File: src/rtl/speed_ce_ctrl.sv
// speed_ce_ctrl: MAC speed-change sequencer. Generates the datapath clock enable and MAC reset.
// Optional quiesce timeout is enabled by defining SPEED_CE_TIMEOUT_EN.
//
// state   | meaning
// HOLD    | Mac_rst asserted, hold counter running down, no clock enables
// RUN     | normal operation at Speed_cur, speed requests accepted
// QUIESCE | change pending, waiting for Tx_idle before switching speed
module speed_ce_ctrl #(
  parameter int RST_HOLD = 16,
  parameter int DIV_100M = 10,
  parameter int DIV_10M  = 100
) (
  input  logic       Clk,
  input  logic       Reset,
  input  logic [1:0] Speed_req,
  input  logic       Speed_req_vld,
  output logic       Speed_req_rdy,
  input  logic       Tx_idle,
  output logic       Clk_en,
  output logic       Mac_rst,
  output logic [1:0] Speed_cur,
  output logic       Timeout
);

  localparam logic [1:0] SPD_10M  = 2'b00;
  localparam logic [1:0] SPD_1G   = 2'b10;
  localparam logic [1:0] SPD_RSVD = 2'b11;

  localparam int DIV_MAX = (DIV_10M > DIV_100M) ? DIV_10M : DIV_100M;
  localparam int DIV_W   = $clog2(DIV_MAX + 1);

  localparam logic [7:0]       HOLD_INIT     = 8'(RST_HOLD - 1);
  localparam logic [DIV_W-1:0] DIV_100M_LAST = DIV_W'(DIV_100M - 1);
  localparam logic [DIV_W-1:0] DIV_10M_LAST  = DIV_W'(DIV_10M - 1);

  typedef enum logic [1:0] {
    ST_HOLD    = 2'd0,
    ST_RUN     = 2'd1,
    ST_QUIESCE = 2'd2
  } state_t;

  state_t           state_q, state_d;
  logic [7:0]       hold_cnt_q, hold_cnt_d;
  logic [DIV_W-1:0] div_cnt_q, div_cnt_d;
  logic [1:0]       speed_cur_q, speed_cur_d;
  logic [1:0]       speed_lat_q, speed_lat_d;
  logic             mac_rst_q, mac_rst_d;
  logic             clk_en_q, clk_en_d;
  logic             rdy_q, rdy_d;

  logic             req_accept;
  logic             req_change;
  logic             quiesce_exit;
  logic             timeout_fire;
  logic [DIV_W-1:0] div_last;
  logic [DIV_W-1:0] div_next;

  assign req_accept   = Speed_req_vld && rdy_q && (state_q == ST_RUN);
  assign req_change   = req_accept && (Speed_req != speed_cur_q) && (Speed_req != SPD_RSVD);
  assign quiesce_exit = Tx_idle || timeout_fire;

  // Divider keeps running at the old rate through QUIESCE; it idles at 0 in 1000M.
  assign div_last = (speed_cur_q == SPD_10M) ? DIV_10M_LAST : DIV_100M_LAST;
  assign div_next = (speed_cur_q == SPD_1G) ? '0 :
                    (div_cnt_q == div_last) ? '0 : div_cnt_q + 1'b1;

`ifdef SPEED_CE_TIMEOUT_EN
  logic [9:0] to_cnt_q, to_cnt_d;
  logic       timeout_q, timeout_d;

  assign timeout_fire = (state_q == ST_QUIESCE) && !Tx_idle && (to_cnt_q == 10'h3FF);

  always_comb begin
    to_cnt_d  = '0;
    timeout_d = timeout_fire;
    if ((state_q == ST_QUIESCE) && (state_d == ST_QUIESCE)) begin
      to_cnt_d = to_cnt_q + 10'd1;
    end
  end

  always_ff @(posedge Clk or posedge Reset) begin
    if (Reset) begin
      to_cnt_q  <= '0;
      timeout_q <= 1'b0;
    end else begin
      to_cnt_q  <= to_cnt_d;
      timeout_q <= timeout_d;
    end
  end

  assign Timeout = timeout_q;
`else
  assign timeout_fire = 1'b0;
  assign Timeout      = 1'b0;
`endif

  always_ff @(posedge Clk or posedge Reset) begin
    if (Reset) begin
      state_q     <= ST_HOLD;
      hold_cnt_q  <= HOLD_INIT;
      div_cnt_q   <= '0;
      speed_cur_q <= SPD_1G;
      speed_lat_q <= SPD_1G;
      mac_rst_q   <= 1'b1;
      clk_en_q    <= 1'b0;
      rdy_q       <= 1'b0;
    end else begin
      state_q     <= state_d;
      hold_cnt_q  <= hold_cnt_d;
      div_cnt_q   <= div_cnt_d;
      speed_cur_q <= speed_cur_d;
      speed_lat_q <= speed_lat_d;
      mac_rst_q   <= mac_rst_d;
      clk_en_q    <= clk_en_d;
      rdy_q       <= rdy_d;
    end
  end

  always_comb begin
    state_d     = state_q;
    hold_cnt_d  = hold_cnt_q;
    div_cnt_d   = div_cnt_q;
    speed_cur_d = speed_cur_q;
    speed_lat_d = speed_lat_q;
    case (state_q)
      ST_HOLD: begin
        div_cnt_d = '0;
        if (hold_cnt_q == 8'd0) begin
          state_d = ST_RUN;
        end else begin
          hold_cnt_d = hold_cnt_q - 8'd1;
        end
      end
      ST_RUN: begin
        div_cnt_d = div_next;
        if (req_change) begin
          speed_lat_d = Speed_req;
          state_d     = ST_QUIESCE;
        end
      end
      ST_QUIESCE: begin
        div_cnt_d = div_next;
        if (quiesce_exit) begin
          speed_cur_d = speed_lat_q;
          hold_cnt_d  = HOLD_INIT;
          div_cnt_d   = '0;
          state_d     = ST_HOLD;
        end
      end
      default: begin
        hold_cnt_d = HOLD_INIT;
        div_cnt_d  = '0;
        state_d    = ST_HOLD;
      end
    endcase
  end

  // Outputs are registered from next-state values so they line up with the state they describe.
  always_comb begin
    mac_rst_d = (state_d == ST_HOLD);
    rdy_d     = (state_d == ST_RUN);
    clk_en_d  = 1'b0;
    if (state_d != ST_HOLD) begin
      clk_en_d = (speed_cur_d == SPD_1G) || (div_cnt_d == '0);
    end
  end

  assign Speed_req_rdy = rdy_q;
  assign Mac_rst       = mac_rst_q;
  assign Clk_en        = clk_en_q;
  assign Speed_cur     = speed_cur_q;

endmodule

File: config.mk
export PLATFORM = sky130hd
export DESIGN_NAME = speed_ce_ctrl
export DESIGN_NICKNAME = d
export VERILOG_FILES = /design/src/rtl/speed_ce_ctrl.sv
export SDC_FILE = /design/constraint.sdc
export NUM_CORES = 1
export LEC_CHECK = 0
export ABC_AREA = 1
export CAP_MARGIN = 5
export CORE_AREA = 3 3 81 45
export DETAILED_ROUTE_END_ITERATION = 7
export DIE_AREA = 0 0 84 48
export PLACE_DENSITY = 0.77
export SLEW_MARGIN = 20
export SYNTH_ARGS = -nofsm -noshare
export SYNTH_HDL_FRONTEND = slang
export SYNTH_SLANG_ARGS = --single-unit
File: constraint.sdc
create_clock -name Clk -period 1.6 [get_ports Clk]
set_input_delay 0.32 -clock Clk [delete_from_list [all_inputs] [get_ports Clk]]
set_output_delay 0.32 -clock Clk [all_outputs]
set_load 0.05 [all_outputs]
# Word level (Yosys, flattened, before mapping)
# Index checks and enable logic that the tools add are counted.
# Widths: inputs -> output; s select.
# classes
n_bitwise,1
n_reduce_logical,13
eq_ne,10
n_addsub,2
muxes,15
# op_table
operator,count
$mux 7,4
$pmux 8 s3,1
$mux 8,2
$pmux 7 s2,1
$mux 2,5
$logic_not 8->1,1
$sub 8x1->8 const B,1
$add 7x1->7 const B,1
$eq 7x7->1,1
$logic_not 7->1,1
$eq 2x2->1 const B,3
$logic_not 2->1,3
$ne 2x2->1 const B,3
$pmux 2 s3,1
$eq 2x1->1 const B,2
$logic_and 1x1->1,4
$reduce_and 3->1,1
$ne 2x2->1,1
$reduce_and 2->1,1
$reduce_bool 2->1,1
$logic_or 1x1->1,1
$mux 1,1
$not 1->1,1
# totals
wordCells,49
out_inout_bits,6
inputBits,6
regBits,24

# Logic depth before layout (Yosys ltp)
# logic_depth
ltp_word,10
mapped_depth,12
mapped_depth_nobuf,12

# Worst setup path before layout
# OpenSTA, ideal clock, no wires.
# synth_path
path_type,flip-flop to flip-flop
from,reg state_q[0]
to,reg clk_en_q (netlist: Clk_en)
setup_ps,123
required_time_ps,1477
setup_slack_ps,17
stages_incl_launch_ff,13
period_less_slack_ps,1583
arrival_time_ps,1460
path_cell_list,dfrtp_1 > inv_1 > ha_1 > a21oi_4 > inv_2 > nor2_2 > inv_2 > nand3_2 > nand2_1 > nand2_1 > nand2_1 > inv_2 > a21oi_2
# synth_via
elab_chain_cells,8
# synth_lines
item,line_no,rtl
from (decl),42,"state_t state_q, state_d;"
from (signal assigned),108,state_q <= state_d;
$eq 2x1->1,"58, 125",
$logic_and 1x1->1,58,assign req_accept = Speed_req_vld && rdy_q && (state_q == ST_RUN);
$logic_and 1x1->1 (2 in series),59,assign req_change = req_accept && (Speed_req != speed_cur_q) && (Speed_req != SPD_RSVD);
$mux 2,136,if (req_change) begin
$pmux 2 s3,125,case (state_q)
$reduce_bool 2->1,163,if (state_d != ST_HOLD) begin
$mux 1 (*),163,
net clk_en_d,48,"logic clk_en_q, clk_en_d;"
to (signal assigned),114,clk_en_q <= clk_en_d;
to (decl),48,
# Mark *: on every way through the listed nets, which the timed path passes. The rest lies on a longest branch.
# A chain may end at the register's enable or synchronous reset.

# Worst setup path in the final report
# layout_path
from,reg state_q[1]
to,reg clk_en_q (netlist: Clk_en)
# The elaborated chain is that of the path after synthesis.

==> metrics.txt <==
# TYPE chip_impl_metric gauge
chip_impl_info{name="status",value="finished clean"} 1
chip_impl_metric{name="drt_drc_violations_left",unit=""} 0
chip_impl_metric{name="drtIter0Drc",unit=""} 53
chip_impl_metric{name="grt_pass1_vias",unit=""} 1127
chip_impl_metric{name="crit_fanout",unit=""} 4
chip_impl_metric{name="yosysSeqAreaShare",unit=""} 0.418
chip_impl_metric{name="final-hold-violation-count",unit=""} 0
chip_impl_metric{name="synth-edff-count",unit=""} 0
chip_impl_metric{name="p_leak",unit="nW"} 0.958
chip_impl_info{name="synth_ff_type",value="sky130_fd_sc_hd__dfrtp_1"} 1
chip_impl_metric{name="maxcap_viol_count",unit=""} 0
chip_impl_metric{name="p_switching",unit="mW"} 1.21
chip_impl_info{name="most_common_cell_after_layout_fill_and_taps_aside",value="sky130_fd_sc_hd__nand2_1"} 1
chip_impl_metric{name="detail_route.wirelength",unit="um"} 2970
chip_impl_info{name="netlist.top_cell.by_area",value="sky130_fd_sc_hd__dfrtp_1"} 1
chip_impl_metric{name="part_of_the_total_power_dissipated_in_sequential_elements",unit=""} 0.330
chip_impl_metric{name="row_count",unit=""} 14
chip_impl_metric{name="netlist_instances",unit=""} 185
chip_impl_metric{name="share_comb_of_total_power",unit=""} 0.489
chip_impl_metric{name="dpl-instance-area",unit="um2"} 1750
chip_impl_metric{name="die_w",unit="um"} 84
chip_impl_metric{name="achievable-frequency",unit="MHz"} 629
chip_impl_info{name="critical_path.startpoint_type",value="register"} 1
chip_impl_metric{name="routedWlPerCell",unit="um"} 11.6
chip_impl_metric{name="async_flop_share",unit=""} 1.00
chip_impl_metric{name="switching_share",unit=""} 0.405
chip_impl_metric{name="synth.lib_cells_used.distinct",unit=""} 34
chip_impl_metric{name="gr-usage-all-layers",unit=""} 0.150
chip_impl_metric{name="ant_nets",unit=""} 0
chip_impl_metric{name="finished_layout_cell_area",unit="um2"} 1900
chip_impl_metric{name="h-tree-depth",unit=""} 1
chip_impl_metric{name="flop_and_latch_count_out_of_synthesis",unit=""} 24
chip_impl_metric{name="p_int",unit="mW"} 1.77
chip_impl_info{name="mostFrequentLayoutCells",value="31 x sky130_fd_sc_hd__nand2_1, 27 x sky130_fd_sc_hd__inv_1, 20 x sky130_fd_sc_hd__buf_4"} 1
chip_impl_metric{name="stdcell_count",unit=""} 257
chip_impl_metric{name="port_buffers",unit=""} 10
chip_impl_info{name="timing_worst_setup_path_type",value="register to register"} 1
chip_impl_metric{name="post-dp-hpwl",unit="um"} 2140
chip_impl_metric{name="cts_made_buffers",unit=""} 3
chip_impl_metric{name="area_growth_syn_to_layout",unit="%"} 30.2
chip_impl_metric{name="fillerInstances",unit=""} 241
chip_impl_metric{name="initial_core_util",unit=""} 0.492
chip_impl_metric{name="drt_first_pass_iters",unit=""} 4
chip_impl_metric{name="cp_data_arrival_time",unit="ns"} 1.75
chip_impl_metric{name="initial_antenna_violation_count",unit=""} 0
chip_impl_metric{name="via_per_inst",unit=""} 4.87
chip_impl_metric{name="cts.hold.buffers_added",unit=""} 0
chip_impl_metric{name="die-height",unit="um"} 48
chip_impl_metric{name="grt_overflow",unit=""} 0
chip_impl_info{name="holdCritPathClass",value="primary input to async pin"} 1
chip_impl_metric{name="cell_area_synth",unit="um2"} 1460
chip_impl_info{name="tritoncts_clock_tree",value="yes"} 1
chip_impl_metric{name="grt_pass1_wl",unit="um"} 4670
chip_impl_metric{name="timing.final.setup_violations",unit=""} 0
chip_impl_metric{name="clock_sinks",unit=""} 24
chip_impl_metric{name="ir_drop_worst_vdd",unit="mV"} 0.771
chip_impl_metric{name="ys.warnings.count",unit=""} 0
chip_impl_metric{name="top_cell_type_s_share_of_synthesized_area",unit=""} 0.292
chip_impl_metric{name="synth_area_per_cell",unit="um2"} 7.88
chip_impl_metric{name="gpl.final_weighted_congestion",unit=""} 0.834
chip_impl_metric{name="design.core.area",unit="um2"} 2960
chip_impl_metric{name="slew_viol_final",unit=""} 0
chip_impl_metric{name="pwr-share-clk",unit=""} 0.180
chip_impl_metric{name="grt_max_degree",unit=""} 25
chip_impl_metric{name="post_route_cells_drive_above_1_share",unit=""} 0.350
chip_impl_metric{name="finalCoreUtilization",unit=""} 0.641
chip_impl_metric{name="dieArea",unit="um2"} 4030
chip_impl_info{name="synth.top_cells.by_area",value="sky130_fd_sc_hd__dfrtp_1 29%, sky130_fd_sc_hd__dfstp_2 13%, sky130_fd_sc_hd__inv_1 8.0%"} 1
chip_impl_metric{name="insertedDiodeCount",unit=""} 0
chip_impl_metric{name="route.vias.total",unit=""} 1252
chip_impl_metric{name="clock_skew",unit="ns"} 0.00406
chip_impl_metric{name="worstPathRequired",unit="ns"} 1.76
chip_impl_metric{name="clock_path_buffers",unit=""} 2
chip_impl_metric{name="power",unit="mW"} 2.98
chip_impl_metric{name="design.portCount",unit=""} 12
chip_impl_metric{name="period_share",unit=""} 0.994
chip_impl_metric{name="synth_nets",unit=""} 198
chip_impl_metric{name="power_per_cell_area",unit="nW/um2"} 1570
chip_impl_metric{name="clk_pin_slew_worst_paths",unit="ns"} 0.09
chip_impl_info{name="clock-root-buffer",value="sky130_fd_sc_hd__clkbuf_8"} 1
chip_impl_metric{name="final_period_minus_worst_setup_slack",unit="ns"} 1.59
chip_impl_info{name="setup.worst_path.end_class",value="register"} 1
chip_impl_metric{name="insertion_delay",unit="ns"} 0.27
chip_impl_info{name="grt_setup_unrepaired",value="yes"} 1
chip_impl_metric{name="nets",unit=""} 231
chip_impl_metric{name="dp.cells",unit=""} 251
## power by group through the flow
| stage | logic (mW) | registers, mW | clock network (mW) |
|---|---|---|---|
| after global placement | 1.28 | 0.964 | 0 |
| after floorplan | 0.751 | 1.08 | 0 |
| after global routing | 1.58 | 1.00 | 0.576 |
| after CTS | 1.38 | 0.974 | 0.549 |
| final | 1.46 | 0.984 | 0.536 |
| after detailed placement | 1.31 | 0.978 | 0 |
## state kept, by name, summed over array words and instances (netlist names)
| name | flops |
|---|---|
| Clk_en | 1 |
| Mac_rst | 1 |
| Speed_cur | 2 |
| Speed_req_rdy | 1 |
| div_cnt_q | 7 |
| hold_cnt_q | 8 |
| speed_lat_q | 2 |
| state_q | 2 |
## per-layer routing
metal,global-route usage,vias to the layer above,wire (um)
met1,0.168,599,1340
met4,0.0385,0,8
met5,0,-,0
met2,0.300,11,1560
met3,0.0412,2,62
li1,-,640,-
## kinds of logic (layout without fill, tap and decap cells)
| kind of cell | after synthesis | in the layout | synth area share |
|---|---|---|---|
| simple gates | 83 | 83 | 0.281 |
| buf+inv | 41 | 73 | 0.109 |
| compound gates | 27 | 27 | 0.118 |
| flops | 24 | 24 | 0.418 |
| fa+ha+maj | 7 | 7 | 0.0601 |
| xor+xnor | 2 | 2 | 0.0120 |
| other cells | 1 | 1 | 0.00257 |
## worst paths after layout
check	startpoint	endpoint	slack (ns)	cells past startpoint
max reg2reg	state_q[1]	Clk_en	0.009	12
max in group asynchronous	Reset	hold_cnt_q[2]	0.88	3
min	Reset	Clk_en	0.43	3
max	state_q[1]	Clk_en	0.009	12
min in group Clk	speed_lat_q[1]	speed_lat_q[1]	0.49	2
min reg2reg	speed_lat_q[1]	speed_lat_q[1]	0.49	2
## area by class of cell
cell class / instances / area (um2) / share of cell area
clock inverter: 1 / 30.0 / 0.0158
tap: 40 / 50.0 / 0.0264
clock buffer: 3 / 41.3 / 0.0218
sequential: 24 / 609 / 0.321
timing repair buffer: 29 / 272 / 0.143
inverter: 40 / 151 / 0.0798
multi-input combinational: 120 / 744 / 0.392
## what timing repair did
item                                    CTS  global route
pin swaps                                 3             7
resized for setup                         9             8
endpoints found under the setup margin    3             8
gates cloned                              0             0
buffers inserted                          1             1
## through the flow
stage	TNS [ns]	hold WS, ns	setup WS (ns)
global route	-0.169	0.446	-0.0662
detailed placement	-0.954	0.475	-0.186
CTS	0	0.411	0.00806
floorplan	0	0.329	0.0166
global placement	-0.573	0.467	-0.126
finish	0	0.429	0.00932
## synthesized netlist by cell type (2+ instances only)
| cell | number |
|---|---|
| sky130_fd_sc_hd__inv_1 | 31 |
| sky130_fd_sc_hd__a21oi_1 | 8 |
| sky130_fd_sc_hd__nand3_2 | 3 |
| sky130_fd_sc_hd__inv_2 | 8 |
| sky130_fd_sc_hd__dfrtp_1 | 17 |
| sky130_fd_sc_hd__nand2_2 | 7 |
| sky130_fd_sc_hd__o21ai_0 | 5 |
| sky130_fd_sc_hd__nor2_1 | 18 |
| sky130_fd_sc_hd__nand2_1 | 31 |
| sky130_fd_sc_hd__nand3_1 | 13 |
| sky130_fd_sc_hd__ha_1 | 7 |
| sky130_fd_sc_hd__nor2_2 | 3 |
| sky130_fd_sc_hd__o21ai_1 | 6 |
| sky130_fd_sc_hd__nand3b_1 | 2 |
| sky130_fd_sc_hd__dfstp_2 | 7 |
## critical path: stages, from the launching register on
cell	delay (ns)
sky130_fd_sc_hd__dfrtp_1	0.44
sky130_fd_sc_hd__inv_2	0.07
sky130_fd_sc_hd__ha_1	0.22
sky130_fd_sc_hd__a21oi_4	0.14
sky130_fd_sc_hd__inv_2	0.08
sky130_fd_sc_hd__nor2_4	0.11
sky130_fd_sc_hd__inv_2	0.05
sky130_fd_sc_hd__nand3_2	0.06
sky130_fd_sc_hd__nand2_1	0.07
sky130_fd_sc_hd__nand2_1	0.09
sky130_fd_sc_hd__nand2_1	0.07
sky130_fd_sc_hd__inv_2	0.06
sky130_fd_sc_hd__a21oi_2	0.03
No activity file was read; power rests on OpenSTA's default activity.
